### src/rtl/full_adder_unit_pkg.sv
// Shared constants and a behavioural reference adder for the full_adder_unit slice.
package full_adder_unit_pkg;

  localparam int unsigned FA_MAX_WIDTH = 64;

  // Behavioural {carry, sum} of a + b + cin. Operands are zero-extended, so the
  // carry of a WIDTH-bit add is bit [WIDTH] of the result.
  function automatic logic [FA_MAX_WIDTH:0] fa_ref(
    input logic [FA_MAX_WIDTH-1:0] a,
    input logic [FA_MAX_WIDTH-1:0] b,
    input logic                    cin
  );
    return {1'b0, a} + {1'b0, b} + {{FA_MAX_WIDTH{1'b0}}, cin};
  endfunction

endpackage

### src/rtl/full_adder_unit_cell.sv
// Combinational 1-bit full adder cell used as the ripple-chain leaf.
module fa_cell (
  input  logic a,
  input  logic b,
  input  logic cin,
  output logic s,
  output logic cout
);

  assign s    = a ^ b ^ cin;
  assign cout = (a & b) | (a & cin) | (b & cin);

endmodule

### src/rtl/full_adder_unit.sv
// Registered WIDTH-bit ripple-carry adder built from fa_cell instances.
// Define FULL_ADDER_UNIT_OVF_EN to add the registered signed-overflow output.
module full_adder_unit
  import full_adder_unit_pkg::*;
#(
  parameter int WIDTH = 1
) (
  input  logic             clk,
  input  logic             rst_n,
  input  logic [WIDTH-1:0] a,
  input  logic [WIDTH-1:0] b,
  input  logic             carry_in,
  input  logic             in_valid,
  output logic [WIDTH-1:0] sum,
  output logic             carry_out,
  output logic             out_valid
`ifdef FULL_ADDER_UNIT_OVF_EN
  ,
  output logic             overflow
`endif
);

  if (WIDTH < 1 || WIDTH > FA_MAX_WIDTH) begin : g_bad_width
    $error("full_adder_unit: WIDTH must be in 1..%0d", FA_MAX_WIDTH);
  end

  logic [WIDTH:0]   c;
  logic [WIDTH-1:0] s_comb;

  assign c[0] = carry_in;

  for (genvar i = 0; i < WIDTH; i++) begin : g_chain
    fa_cell u_cell (
      .a    (a[i]),
      .b    (b[i]),
      .cin  (c[i]),
      .s    (s_comb[i]),
      .cout (c[i+1])
    );
  end

  // NOTE: state uses <= so every flop samples pre-edge values; the missing else
  // on in_valid is a clock-enable hold, not a latch, because this is edge-triggered.
  always_ff @(posedge clk or negedge rst_n) begin
    if (!rst_n) begin
      sum       <= '0;
      carry_out <= 1'b0;
      out_valid <= 1'b0;
    end else begin
      out_valid <= in_valid;
      if (in_valid) begin
        sum       <= s_comb;
        carry_out <= c[WIDTH];
      end
    end
  end

`ifdef FULL_ADDER_UNIT_OVF_EN
  // Two's-complement overflow: carry into the MSB differs from carry out of it.
  always_ff @(posedge clk or negedge rst_n) begin
    if (!rst_n) begin
      overflow <= 1'b0;
    end else if (in_valid) begin
      overflow <= c[WIDTH] ^ c[WIDTH-1];
    end
  end
`endif

endmodule

### config.mk
export PLATFORM = sky130hd
export DESIGN_NAME = full_adder_unit
export DESIGN_NICKNAME = d
export VERILOG_FILES = /design/src/rtl/full_adder_unit_pkg.sv /design/src/rtl/full_adder_unit_cell.sv /design/src/rtl/full_adder_unit.sv
export SDC_FILE = /design/constraint.sdc
export NUM_CORES = 1
export LEC_CHECK = 0
export BUFFER_PORTS_ARGS = -buffer_cell sky130_fd_sc_hd__buf_2
export CAP_MARGIN = 20
export CORE_AREA = 5 5 42 44
export CTS_CLUSTER_DIAMETER = 30
export CTS_CLUSTER_SIZE = 10
export DETAILED_ROUTE_END_ITERATION = 8
export DIE_AREA = 0 0 47 49
export SLEW_MARGIN = 10
export SYNTH_ARGS = -nofsm -noshare
export SYNTH_HDL_FRONTEND = slang
export SYNTH_SLANG_ARGS = --single-unit
### constraint.sdc
create_clock -name clk -period 0.95 [get_ports clk]
set_clock_uncertainty 0.2 [all_clocks]
set_input_delay 0.095 -clock clk [delete_from_list [all_inputs] [get_ports clk]]
set_output_delay 0.095 -clock clk [all_outputs]
set_load 0.05 [all_outputs]
==> results.json <==
{
  "outcome": "finished, violations left",
  "violated_checks": "negative hold slack, negative setup slack",
  "fin_tns_setup_ns": -0.447,
  "cts.repair_timing.setup_buffer_count": 0,
  "critical-path-top-delay-family": "flip-flops",
  "netlist.area_leader.share_pct": 63.8,
  "syn-instance-count": 6,
  "vdd_ir_drop_max_mv": 0.420,
  "rsz0062_at_grt": "yes",
  "flow.area_growth_from_synthesis_pct": 109,
  "die-area_um2": 2300,
  "grt_antenna_before_repair": 0,
  "post_synth.cell_area_avg_um2": 19.6,
  "synth_top_area_cell": "sky130_fd_sc_hd__dfrtp_1",
  "synthesis.area_um2": 118,
  "timing.final.max_slew_violations": 0,
  "yosys_warnings": 0,
  "chipHeight_um": 49,
  "post_synth_most_frequent_cells": "3 x sky130_fd_sc_hd__dfrtp_1, 2 x sky130_fd_sc_hd__mux2_2, 1 x sky130_fd_sc_hd__fa_1",
  "vias_post_dr": 98,
  "worst-setup-path-type": "reg2out",
  "min_period_ns": 1.09,
  "drt-vias-per-instance": 2.80,
  "dpl_worst_slack_ns": -0.304,
  "globalRouteOverflowTotal": 0,
  "num_rows": 14,
  "ctsHoldBuffers": 1,
  "synthesis.nets": 13,
  "die_w_um": 47,
  "num_antenna_cells": 0,
  "drive_gt1_share_pct": 78.9,
  "pnr_worst_setup_slack_ns": -0.140,
  "synth-async-reset-ratio_pct": 100,
  "worst_path_max_delay_cell": "sky130_fd_sc_hd__dfrtp_2",
  "cts-root-to-sink-buffers": 2,
  "globalplace.congestion": 0.590,
  "io-pin-count": 9,
  "placed_cells": 30,
  "cts-buffers-inserted": 3,
  "number_of_fill_cells_in_the_layout": 159,
  "synth-edff-count": 0,
  "static-leakage-power_nw": 0.112,
  "clkLatencyLatePin_ns": 0.23,
  "crit_path_end_kind": "output pin",
  "clock-root-buffer": "sky130_fd_sc_hd__clkbuf_4",
  "ys_seq_elements": 3,
  "startpoint_type": "flop",
  "finalSetupViolCount": 5,
  "drt-initial-drc-count": 0,
  "yosysMostFrequentCell": "sky130_fd_sc_hd__dfrtp_1",
  "clkSinkCount": 3,
  "final-hold-violation-count": 3,
  "hold_ws_ns": -0.172,
  "critPathRequiredTime_ns": 0.65,
  "drt_pre_antenna_iters": 1,
  "clock_tree_from_tritoncts": "done",
  "cp_max_fo": 2,
  "drc": 0,
  "critical_path.max_stage_delay_ns": 0.41,
  "port_buffer_cells": 8,
  "min_path_type": "in2reg",
  "setup.reg_to_reg.worst_slack_ns": -0.04,
  "period_share_pct": 115,
  "design.core.area_um2": 1400,
  "transition_time_of_the_tightest_slew_check_pin_ns": 0.108,
  "routed_wire_length_per_instance_um": 9.80,
  "wl_um": 343,
  "worstPathArrival_ns": 0.79,
  "synth.distinct_cells": 3,
  "pin_count_of_the_biggest_net_entering_global_routing": 4,
  "crit_path_cell_trace": "buf_6",
  "htree_levels": 1,
  "max_capacitance_violation_total": 0,
  "relative_slew_margins_pct": 92.8,
  "pwr_density_cell_nw_per_um2": 2130,
  "finalNetCount": 27,
  "stdcell_count": 35,
  "clock.fmax_mhz": 918,
  "synth_area_leaders": "sky130_fd_sc_hd__dfrtp_1 64%, sky130_fd_sc_hd__mux2_2 19%, sky130_fd_sc_hd__fa_1 17%",
  "critPathBufInv": 1,
  "synth_ff_type": "sky130_fd_sc_hd__dfrtp_1",
  "finalPower_w": 0.000523,
  "route.antenna.remaining_nets": 0,
  "synth-seq-area-share_pct": 63.8,
  "grt_pass1_vias": 137,
  "path_clk_slew_ns": 0.04,
  "floorplan.initialDensity_pct": 8.39,
  "grt_pass1_wl_um": 586,
  "globalRouteTotalUtil_pct": 4.38
}
[cell usage in the layout (no fill, tap or decap)]
cell type and count:
sky130_fd_sc_hd__dlygate4sd3_1 1, sky130_fd_sc_hd__dfrtp_1 1, sky130_fd_sc_hd__clkbuf_1 1, sky130_fd_sc_hd__buf_2 4, sky130_fd_sc_hd__mux2_2 1, sky130_fd_sc_hd__mux2_4 1, sky130_fd_sc_hd__dfrtp_2 2, sky130_fd_sc_hd__buf_6 4
sky130_fd_sc_hd__fa_1 1, sky130_fd_sc_hd__clkbuf_4 3
[stage by stage]
| step | util, % | hold WS [ns] | cell area (um^2) |
|---|---|---|---|
| finish | 17.5 | -0.172 | 245 |
| global route | 17.5 | -0.175 | 245 |
| global placement | 12.9 | -0.308 | 180 |
| CTS | 17.5 | -0.189 | 245 |
| detailed placement | 12.9 | -0.307 | 180 |
| floorplan | - | -0.401 | 120 |
[flip-flops by register name, indices dropped and copies added, names as in the netlist]
register,cells
out_valid,1
sum,1
carry_out,1
[cells by family after synthesis]
family	Yosys count	synth area share [%]
adders and majority gates	1	17.0
DFF	3	63.8
muxes	2	19.1
[path summary, 6_finish.rpt]
path                            startpoint         to  cells past startpoint
worst min-delay path              in_valid  out_valid                      1
min in group asynchronous            rst_n  out_valid                      2
worst min register to register         sum        sum                      1
worst max-delay path             carry_out  carry_out                      1
worst max register to register   carry_out  carry_out                      1
max in group asynchronous            rst_n        sum                      2
[what timing repair did]
item | CTS | global route
pin swaps | 1 | 0
resized for setup | 8 | 0
endpoints found under the hold margin | 6 | 3
setup endpoints to repair | 5 | 5
[where the power goes]
part | internal [W] | total [W] | switching, W | leakage, nW
Combinational | 0.0000625 | 0.000142 | 0.0000792 | 0.0636
Sequential | 0.000147 | 0.000161 | 0.0000132 | 0.0330
Clock | 0.000157 | 0.000221 | 0.0000639 | 0.0150
[final cells by class]
class	count	area [um^2]	share of cell area, %
Multi-Input combinational cell	3	46.3	18.9
Tap cell	16	20.0	8.16
Clock buffer	4	26.3	10.7
Timing Repair Buffer	9	75.1	30.6
Sequential cell	3	77.6	31.6
[metal layers]
layer / part of all wire (%) / global-route usage (%)
met1: 48 / 4.20
met2: 34 / 3.85
met3: 19 / 6.27
met4: 0 / 4.15
met5: 0 / 0
Power figures use the tool's default switching activity.
